===== config.mk =====
export PLATFORM = sky130hd
export DESIGN_NAME = i2c_target_regfile
export DESIGN_NICKNAME = d
export VERILOG_FILES = /design/src/rtl/i2c_target_regfile.sv
export SDC_FILE = /design/constraint.sdc
export NUM_CORES = 1
export LEC_CHECK = 0
export CAP_MARGIN = 20
export CORE_MARGIN = 2
export CORE_UTILIZATION = 35
export CTS_BUF_LIST = sky130_fd_sc_hd__clkbuf_4 sky130_fd_sc_hd__clkbuf_8 sky130_fd_sc_hd__clkbuf_16
export CTS_CLUSTER_SIZE = 28
export DETAILED_ROUTE_END_ITERATION = 12
export HOLD_SLACK_MARGIN = 0.03
export PLACE_DENSITY = 0.59
export SLEW_MARGIN = 20
export SYNTH_ARGS = -nofsm -noshare
export SYNTH_HDL_FRONTEND = slang
export SYNTH_SLANG_ARGS = --single-unit

===== constraint.sdc =====
create_clock -name clk_i -period 8.43 [get_ports clk_i]
set_input_delay 2.529 -clock clk_i [delete_from_list [all_inputs] [get_ports clk_i]]
set_output_delay 2.529 -clock clk_i [all_outputs]
set_load 0.02 [all_outputs]

===== src/rtl/i2c_target_regfile.sv =====
// I2C target exposing an NREGS x 8 register file: first written byte is the pointer, then data.
// Optional feature: define I2C_TARGET_AUTOINC_EN to advance the pointer after every data byte.
module i2c_target_regfile #(
    parameter logic [6:0]  DEV_ADDR = 7'h39,
    parameter int unsigned NREGS    = 16
) (
    input  logic                     clk_i,
    input  logic                     rst_i,
    input  logic                     scl_i,
    input  logic                     sda_i,
    output logic                     sda_oe_o,
    input  logic [$clog2(NREGS)-1:0] rd_addr_i,
    output logic [7:0]               rd_data_o,
    output logic                     wr_stb_o,
    output logic [$clog2(NREGS)-1:0] wr_addr_o,
    output logic                     busy_o
);
    localparam int unsigned AW = $clog2(NREGS);
`ifdef I2C_TARGET_AUTOINC_EN
    localparam bit AutoInc = 1'b1;
`else
    localparam bit AutoInc = 1'b0;
`endif

    typedef enum logic [3:0] {
        StIdle,
        StAddr,
        StAddrAck,
        StPtr,
        StPtrAck,
        StWdata,
        StWdataAck,
        StRdata,
        StRdataAck,
        StNomatch
    } state_e;

    logic [1:0] scl_sync_q, sda_sync_q;
    logic       scl_prev_q, sda_prev_q;
    logic       scl_s, sda_s;
    logic       scl_rise, scl_fall, start_det, stop_det;

    // Reset to the idle bus level so leaving reset never looks like a START.
    always_ff @(posedge clk_i or posedge rst_i) begin
        if (rst_i) begin
            scl_sync_q <= 2'b11;
            sda_sync_q <= 2'b11;
            scl_prev_q <= 1'b1;
            sda_prev_q <= 1'b1;
        end else begin
            scl_sync_q <= {scl_sync_q[0], scl_i};
            sda_sync_q <= {sda_sync_q[0], sda_i};
            scl_prev_q <= scl_s;
            sda_prev_q <= sda_s;
        end
    end

    assign scl_s     = scl_sync_q[1];
    assign sda_s     = sda_sync_q[1];
    assign scl_rise  = scl_s & ~scl_prev_q;
    assign scl_fall  = ~scl_s & scl_prev_q;
    assign start_det = scl_s & scl_prev_q & sda_prev_q & ~sda_s;
    assign stop_det  = scl_s & scl_prev_q & ~sda_prev_q & sda_s;

    state_e        state_q, state_d;
    logic [7:0]    rx_q, rx_d, tx_q, tx_d, rx_shift;
    logic [3:0]    bit_cnt_q, bit_cnt_d;
    logic [AW-1:0] ptr_q, ptr_d, ptr_next;
    logic          rw_q, rw_d;
    logic          mack_q, mack_d;
    logic          sda_oe_q, sda_oe_d;
    logic          busy_q, busy_d;
    logic          wr_en;
    logic [7:0]    regs_q [NREGS];
    logic [7:0]    cur_byte;
    logic [7:0]    rd_data_q;
    logic          wr_stb_q;
    logic [AW-1:0] wr_addr_q;

    assign rx_shift = {rx_q[6:0], sda_s};
    assign ptr_next = AutoInc ? ptr_q + AW'(1) : ptr_q;
    assign cur_byte = regs_q[ptr_q];

    always_comb begin
        state_d   = state_q;
        rx_d      = rx_q;
        tx_d      = tx_q;
        bit_cnt_d = bit_cnt_q;
        ptr_d     = ptr_q;
        rw_d      = rw_q;
        mack_d    = mack_q;
        sda_oe_d  = sda_oe_q;
        busy_d    = busy_q;
        wr_en     = 1'b0;

        if (stop_det) begin
            state_d  = StIdle;
            sda_oe_d = 1'b0;
            busy_d   = 1'b0;
        end else if (start_det) begin
            state_d   = StAddr;
            bit_cnt_d = '0;
            sda_oe_d  = 1'b0;
        end else begin
            case (state_q)
                StAddr: begin
                    if (scl_rise && bit_cnt_q != 4'd8) begin
                        rx_d      = rx_shift;
                        bit_cnt_d = bit_cnt_q + 4'd1;
                    end else if (scl_fall && bit_cnt_q == 4'd8) begin
                        bit_cnt_d = '0;
                        if (rx_q[7:1] == DEV_ADDR) begin
                            state_d  = StAddrAck;
                            sda_oe_d = 1'b1;
                            rw_d     = rx_q[0];
                            busy_d   = 1'b1;
                        end else begin
                            state_d = StNomatch;
                            busy_d  = 1'b0;
                        end
                    end
                end
                StAddrAck: begin
                    if (scl_fall) begin
                        if (rw_q) begin
                            state_d  = StRdata;
                            tx_d     = cur_byte;
                            sda_oe_d = ~cur_byte[7];
                        end else begin
                            state_d  = StPtr;
                            sda_oe_d = 1'b0;
                        end
                    end
                end
                StPtr: begin
                    if (scl_rise && bit_cnt_q != 4'd8) begin
                        rx_d      = rx_shift;
                        bit_cnt_d = bit_cnt_q + 4'd1;
                    end else if (scl_fall && bit_cnt_q == 4'd8) begin
                        bit_cnt_d = '0;
                        ptr_d     = rx_q[AW-1:0];
                        state_d   = StPtrAck;
                        sda_oe_d  = 1'b1;
                    end
                end
                StPtrAck, StWdataAck: begin
                    if (scl_fall) begin
                        state_d  = StWdata;
                        sda_oe_d = 1'b0;
                    end
                end
                StWdata: begin
                    if (scl_rise && bit_cnt_q != 4'd8) begin
                        rx_d      = rx_shift;
                        bit_cnt_d = bit_cnt_q + 4'd1;
                        // Commit on the 8th rise so a STOP/START mid-byte writes nothing.
                        if (bit_cnt_q == 4'd7) begin
                            wr_en = 1'b1;
                            ptr_d = ptr_next;
                        end
                    end else if (scl_fall && bit_cnt_q == 4'd8) begin
                        bit_cnt_d = '0;
                        state_d   = StWdataAck;
                        sda_oe_d  = 1'b1;
                    end
                end
                StRdata: begin
                    if (scl_rise && bit_cnt_q != 4'd8) begin
                        bit_cnt_d = bit_cnt_q + 4'd1;
                        if (bit_cnt_q == 4'd7) begin
                            ptr_d = ptr_next;
                        end
                    end else if (scl_fall) begin
                        if (bit_cnt_q == 4'd8) begin
                            bit_cnt_d = '0;
                            state_d   = StRdataAck;
                            sda_oe_d  = 1'b0;
                        end else if (bit_cnt_q != 4'd0) begin
                            tx_d     = {tx_q[6:0], 1'b0};
                            sda_oe_d = ~tx_q[6];
                        end
                    end
                end
                StRdataAck: begin
                    if (scl_rise) begin
                        mack_d = ~sda_s;
                    end else if (scl_fall) begin
                        if (mack_q) begin
                            state_d  = StRdata;
                            tx_d     = cur_byte;
                            sda_oe_d = ~cur_byte[7];
                        end else begin
                            // NACK: stay off the bus until STOP or START, still busy.
                            state_d  = StNomatch;
                            sda_oe_d = 1'b0;
                        end
                    end
                end
                default: begin
                end
            endcase
        end
    end

    always_ff @(posedge clk_i or posedge rst_i) begin
        if (rst_i) begin
            state_q   <= StIdle;
            rx_q      <= '0;
            tx_q      <= '0;
            bit_cnt_q <= '0;
            ptr_q     <= '0;
            rw_q      <= 1'b0;
            mack_q    <= 1'b0;
            sda_oe_q  <= 1'b0;
            busy_q    <= 1'b0;
        end else begin
            state_q   <= state_d;
            rx_q      <= rx_d;
            tx_q      <= tx_d;
            bit_cnt_q <= bit_cnt_d;
            ptr_q     <= ptr_d;
            rw_q      <= rw_d;
            mack_q    <= mack_d;
            sda_oe_q  <= sda_oe_d;
            busy_q    <= busy_d;
        end
    end

    always_ff @(posedge clk_i or posedge rst_i) begin
        if (rst_i) begin
            for (int unsigned i = 0; i < NREGS; i++) begin
                regs_q[i] <= 8'h00;
            end
        end else if (wr_en) begin
            regs_q[ptr_q] <= rx_shift;
        end
    end

    // A same-cycle bus write to the locally read register is forwarded.
    always_ff @(posedge clk_i or posedge rst_i) begin
        if (rst_i) begin
            rd_data_q <= 8'h00;
            wr_stb_q  <= 1'b0;
            wr_addr_q <= '0;
        end else begin
            rd_data_q <= (wr_en && ptr_q == rd_addr_i) ? rx_shift : regs_q[rd_addr_i];
            wr_stb_q  <= wr_en;
            if (wr_en) begin
                wr_addr_q <= ptr_q;
            end
        end
    end

    assign sda_oe_o  = sda_oe_q;
    assign busy_o    = busy_q;
    assign rd_data_o = rd_data_q;
    assign wr_stb_o  = wr_stb_q;
    assign wr_addr_o = wr_addr_q;

endmodule


**Word level (Yosys, flattened, before mapping)**

Cells that the tools add are included.

- Flip-flop bits (word level): 178
- Latch bits: 0
- Memory bits (writable): 0
- Bits in read-only memories: 0
- Bits of input ports: 8
- Output and inout port bits: 15
- Logic and storage cells: 196
- Memories kept: 0

- Add/subtract/negate cells: 1
- Multipliers: 0
- Divide/modulo/power cells: 0
- Order comparisons: 3
- Equal/unequal tests: 44
- Shifts and indexed selects: 0
- Multiplexer cells: 75
- Bitwise logic cells: 18
- Reduce and logical (&&, ||, !) cells: 23

Operators with widths:

| operator | number |
|---|---|
| 128-bit bitwise mux | 1 |
| 4-bit two-way mux | 23 |
| 4-bit != test (second input constant) | 18 |
| 8-bit binary-select mux with 4-bit select | 2 |
| 7-bit two-way mux | 9 |
| 8-bit two-way mux | 6 |
| 8-bit demux with 4-bit select | 1 |
| 1-bit two-way mux | 28 |
| 4-bit case mux with 7 select lines | 1 |
| 7-bit case mux with 3 select lines | 1 |
| 4-bit by 3-bit equality test with 1-bit output (second input constant) | 5 |
| 2-bit != test (second input constant) | 10 |
| 14-bit AND reduction | 1 |
| 13-bit AND reduction | 1 |
| 12-bit AND reduction | 1 |
| 4-bit AND reduction | 3 |
| 5-bit >= comparator (second input constant) | 2 |
| 4-bit inverter with 5-bit output | 2 |
| 5-bit AND reduction | 2 |
| 1-bit inverter | 9 |
| 9-bit nonzero test | 1 |
| 4-bit by 2-bit equality test with 1-bit output (second input constant) | 2 |
| 4-bit equality test (second input constant) | 2 |
| 4-bit by 1-bit != test with 1-bit output (second input constant) | 2 |
| 19 further kinds | 31 |

**Logic depth before layout (Yosys ltp)**

- Word-level depth: 11
- Gate-level depth with buffers: 8
- Mapped depth without buffers: 7

**Least setup slack after synthesis**

OpenSTA, ideal clock, no wires.

- Path type: input -> register
- From: input port rd_addr_i[0]
- To: register rd_data_q[4] (netlist: rd_data_o[4])
- Library setup time: 0.125 ns
- Data arrival time: 4.038 ns
- Required time: 8.305 ns
- Setup slack: 4.267 ns
- Cell stages on the path: 5
- Path buffers: 2
- Path through: buf_6 -> buf_6 -> mux4_1 -> mux4_2 -> mux2_4

- Word-level cells in the longest chain between the ends: 5
- Elaborated cells between the ends (all ways): 7
- Classes of those cells: eq/ne: 1; mux: 4; bitwise: 1; reduce/logical: 1

Ends and longest elaborated chain:

| what | line | text |
|---|---|---|
| from (decl) | 12 | `input logic [$clog2(NREGS)-1:0] rd_addr_i,` |
| 4-bit inverter with 5-bit output (not written as such) | 246 | `rd_data_q <= (wr_en && ptr_q == rd_addr_i) ? rx_shift : regs_q[rd_addr_i];` |
| 8-bit binary-select mux with 4-bit select | 246 |  |
| 8-bit two-way mux (not written as such) (2 in series) | 246 |  |
| 8-bit two-way mux (*) | 246 |  |
| to (signal assigned) | 246 |  |
| to (decl) | 76 | `logic [7:0] rd_data_q;` |

Mark *: on every way between the ends. The rest lies on a longest branch, timed or not. The select of a mux whose other input is x is not followed.
A chain may end at the register's enable or synchronous reset.

**Final worst setup path**

- From: input port rd_addr_i[3]
- To: register rd_data_q[4] (netlist: rd_data_o[4])

Same word-level chain as after synthesis.

==> run_results.csv <==
group,metric,value,unit
outcome,status,"finished clean",
floorplan,die_h,168,microns
detailed_routing,firstDrtPassIters,5,
placed_design,port_buffers,22,
placed_design,hpwlAfterDp,14900,microns
clock_tree,cts_num_sinks,178,
critical_path,arrival,4.93,ns
detailed_routing,drc_errors,0,
sta,slew-limit-headroom,41.8,%
floorplan,start_util,35.4,%
yosys,yosys.area.top_type,"dfrtp_1",
global_routing,grt_pass1_wl,36600,microns
cells_and_area,drive_gt1_share,39.8,%
floorplan,ios,23,
clock_tree,ctsHoldBuffers,0,
critical_path,path_max_fanout,9,
yosys,synth-seq-cells,178,
yosys,synth_mux_area_share,38.5,%
floorplan,core,0.0267,sq mm
yosys,synth_simple_gate_area_share,6.41,%
yosys,synth_area,0.00947,sq mm
yosys,synth_top_family_by_area,"multiplexers",
sta,period_needed,4.62,ns
worst_hold_path,hold-path-endpoint,"scl_sync_q[1]$_DFF_PP1_",
yosys,ys.flop_type,"dfrtp_1",
critical_path,timing.rr.end,"regs_q[9]$_DFFE_PP0P_",
sta,hold_viol_final,0,
yosys,synthXorXnorAreaFrac,0.462,%
critical_path,r2r_cells,7,
clock_tree,cts_root_buffer,"clkbuf_16",
yosys,ys_types,63,
power,leakage,4.72,nW
sta,finClkSkew,0.0133,ns
detailed_routing,drt-vias-per-instance,5.79,
detailed_routing,wl_per_cell,23.0,microns
critical_path,r2r_start,"state_q[2]$_DFFE_PP0P_",
sta,worst_slew_pin_slew,0.861,ns
sta,max_freq,217,MHz
clock_tree,cts.htree.levels,4,
yosys,syn_inst,652,
cells_and_area,fillers,2475,
critical_path,worstSetupStartpointType,"input pin",
worst_hold_path,min_path_cells,0,
detailed_routing,drtAntennaViolNets,0,
clock_tree,numCtsBuffers,17,
flow_run,drv_cap,0,
cells_and_area,syn_to_final_growth,10.4,%
yosys,netlist_top_cells_area,"dfrtp_1 (45%), mux4_2 (15%), mux2_2 (15%), mux4_1 (3.6%), mux2_1 (3.4%)",
global_routing,grt_overflow_total,0,
detailed_routing,vias,5804,
yosys,synth.top_cells.by_count,"dfrtp_1 (172), mux2_2 (123), mux4_2 (65), mux2_1 (29), nand2_1 (29)",
global_routing,grt_max_degree,84,
yosys,yosysMostFrequentCell,"dfrtp_1",
floorplan,rows,60,
placed_design,post-place-ws,3.43,ns
detailed_routing,drt_iter0_drc,457,
worst_hold_path,holdCritPathClass,"reg2reg",
power,ir_drop,109,uV
global_routing,antenna_found_initial,0,
clock_tree,insertion_delay,0.43,ns
yosys,ys_seq_area_share,47.1,%
clock_tree,clk_pin_slew,0.08,ns
worst_hold_path,min_from,"scl_sync_q[0]$_DFF_PP1_",
critical_path,critPathKind,"in2reg",
clock_tree,post_cts_buffers,0,
sta,rsz0062_at_grt,"false",
clock_tree,clk_path_buf_depth,2,
yosys,synth_fa_ha_area_share,0.264,%
floorplan,dieArea,0.0284,sq mm
clock_tree,ctsResizeCount,0,
cells_and_area,final_net_count,658,
yosys,synth_compound_area_share,3.69,%
sta,hold_ws,0.353,ns
sta,setup_slack,3.81,ns
yosys,synth.avg_cell_area,14.5,sq um
critical_path,r2r_slack,5.41,ns
global_routing,first_global_vias,6045,
cells_and_area,n_antenna_cell,0,
sta,finalCritPeriodShare,54.8,%
sta,setup_viol,0,
sta,slew_viol_final,0,
cells_and_area,fin_util,39.1,%
yosys,synth_edf_count,0,
critical_path,end_kind,"register",
power,p_per_area,191,mW/mm^2
yosys,ys_warn_count,0,
yosys,synth_top_cell_area_share,45.4,%
detailed_routing,wl,23100,microns
yosys,syn_nets,662,
floorplan,dieWidth,168,microns
sta,tns,0,ns
yosys,async_flop_share,100,%
critical_path,cp.required,8.74,ns
global_routing,grt_use_total,17.1,%
clock_tree,cts_tree,"done",
placed_design,gp_congestion,0.848,
-- per-layer routing --
layer	share of wire [%]	global-route usage, %
met5	0	0
met3	4.1	3.04
met4	1.6	4.95
met1	43	22.5
met2	52	29.0
-- registers in the layout (all words and copies together) (netlist names) --
signal	count
bit_cnt_q	4
busy_o	1
mack_q	1
ptr_next	4
rd_data_o	8
regs_q	128
rw_q	1
rx_q	8
scl_prev_q	1
scl_sync_q	2
sda_oe_o	1
sda_prev_q	1
sda_sync_q	2
state_q	4
tx_q	7
wr_addr_o	4
wr_stb_o	1
-- metrics by stage --
| step | std cells | total power [W] | instance area (sq um) |
|---|---|---|---|
| after floorplan | 652 | 0.00119 | 9470 |
| after global placement | 970 | 0.00125 | 9890 |
| after detailed placement | 970 | 0.00126 | 9890 |
| after CTS | 1002 | 0.00202 | 10500 |
| after global routing | 1002 | 0.00209 | 10500 |
| final | 1002 | 0.00200 | 10500 |
-- logic make-up after synthesis --
logic type	Yosys count
xor gates and xnor gates	5
and+or+nand+nor	110
buffers and inverters	65
DFF	178
AOI/OAI and AO/OA	53
adders and majority gates	2
muxes	239
-- final cells by class --
cell class / count / area [sq um] / area share, %
timing repair buffer: 33 / 304 / 2.91
clock buffer: 18 / 439 / 4.20
multi-input combinational: 409 / 4670 / 44.6
clock inverter: 14 / 119 / 1.14
inverter: 9 / 38.8 / 0.371
sequential: 178 / 4460 / 42.7
tap: 341 / 427 / 4.08
-- worst max-delay path by stage --
| stage | start | to | slack [ns] | depth (start not counted) |
|---|---|---|---|---|
| 2_1_floorplan | rst_i | bit_cnt_q[0]$_DFFE_PP0P_ | 1.08 | 1 |
| 4_1_cts | rd_addr_i[3] | rd_data_o[4]$_DFF_PP0_ | 3.89 | 5 |
| 6_report | rd_addr_i[3] | rd_data_o[4]$_DFF_PP0_ | 3.81 | 5 |
| 3_5_place_dp | rd_addr_i[0] | rd_data_o[7]$_DFF_PP0_ | 3.43 | 4 |
| 5_1_grt | rd_addr_i[3] | rd_data_o[4]$_DFF_PP0_ | 3.78 | 5 |
| 3_3_place_gp | rd_addr_i[3] | rd_data_o[5]$_DFF_PP0_ | 3.45 | 5 |
-- critical path, cell delays in order --
cell and delay [ns]:
clkdlybuf4s50_1 0.82, xor2_1 0.31, nor4_1 0.34, nand2_1 0.47, mux2_4 0.45
-- where the power goes --
group,switching [W],leakage [nW],total [W],internal [W]
registers,0.000146,2.43,0.00105,0.000901
logic,0.000104,2.01,0.000199,0.0000955
clock network,0.000356,0.271,0.000750,0.000394
total,0.000606,4.72,0.00200,0.00139
-- placed cells by master (no fill, tap or decap), types with 4 or more instances in the layout --
| cell type | instances |
|---|---|
| inv_6 | 7 |
| nand2_2 | 9 |
| buf_4 | 11 |
| nand3_1 | 5 |
| xor2_1 | 4 |
| mux4_2 | 65 |
| mux2_1 | 29 |
| clkdlybuf4s50_1 | 21 |
| a31oi_1 | 7 |
| nor2b_1 | 4 |
| nor2_1 | 20 |
| dfrtp_1 | 171 |
| mux2i_1 | 4 |
| dfstp_2 | 6 |
| mux2_2 | 123 |
| clkinv_4 | 4 |
| a21oi_1 | 10 |
| clkbuf_16 | 17 |
| nand2_1 | 29 |
| o21ai_0 | 11 |
| inv_1 | 8 |
| nand2b_1 | 6 |
| mux2_4 | 4 |
| nand3b_1 | 5 |
| and3b_1 | 4 |
| and3_1 | 6 |
| mux4_1 | 13 |
Note: power is estimated with default switching activity, not from simulation.
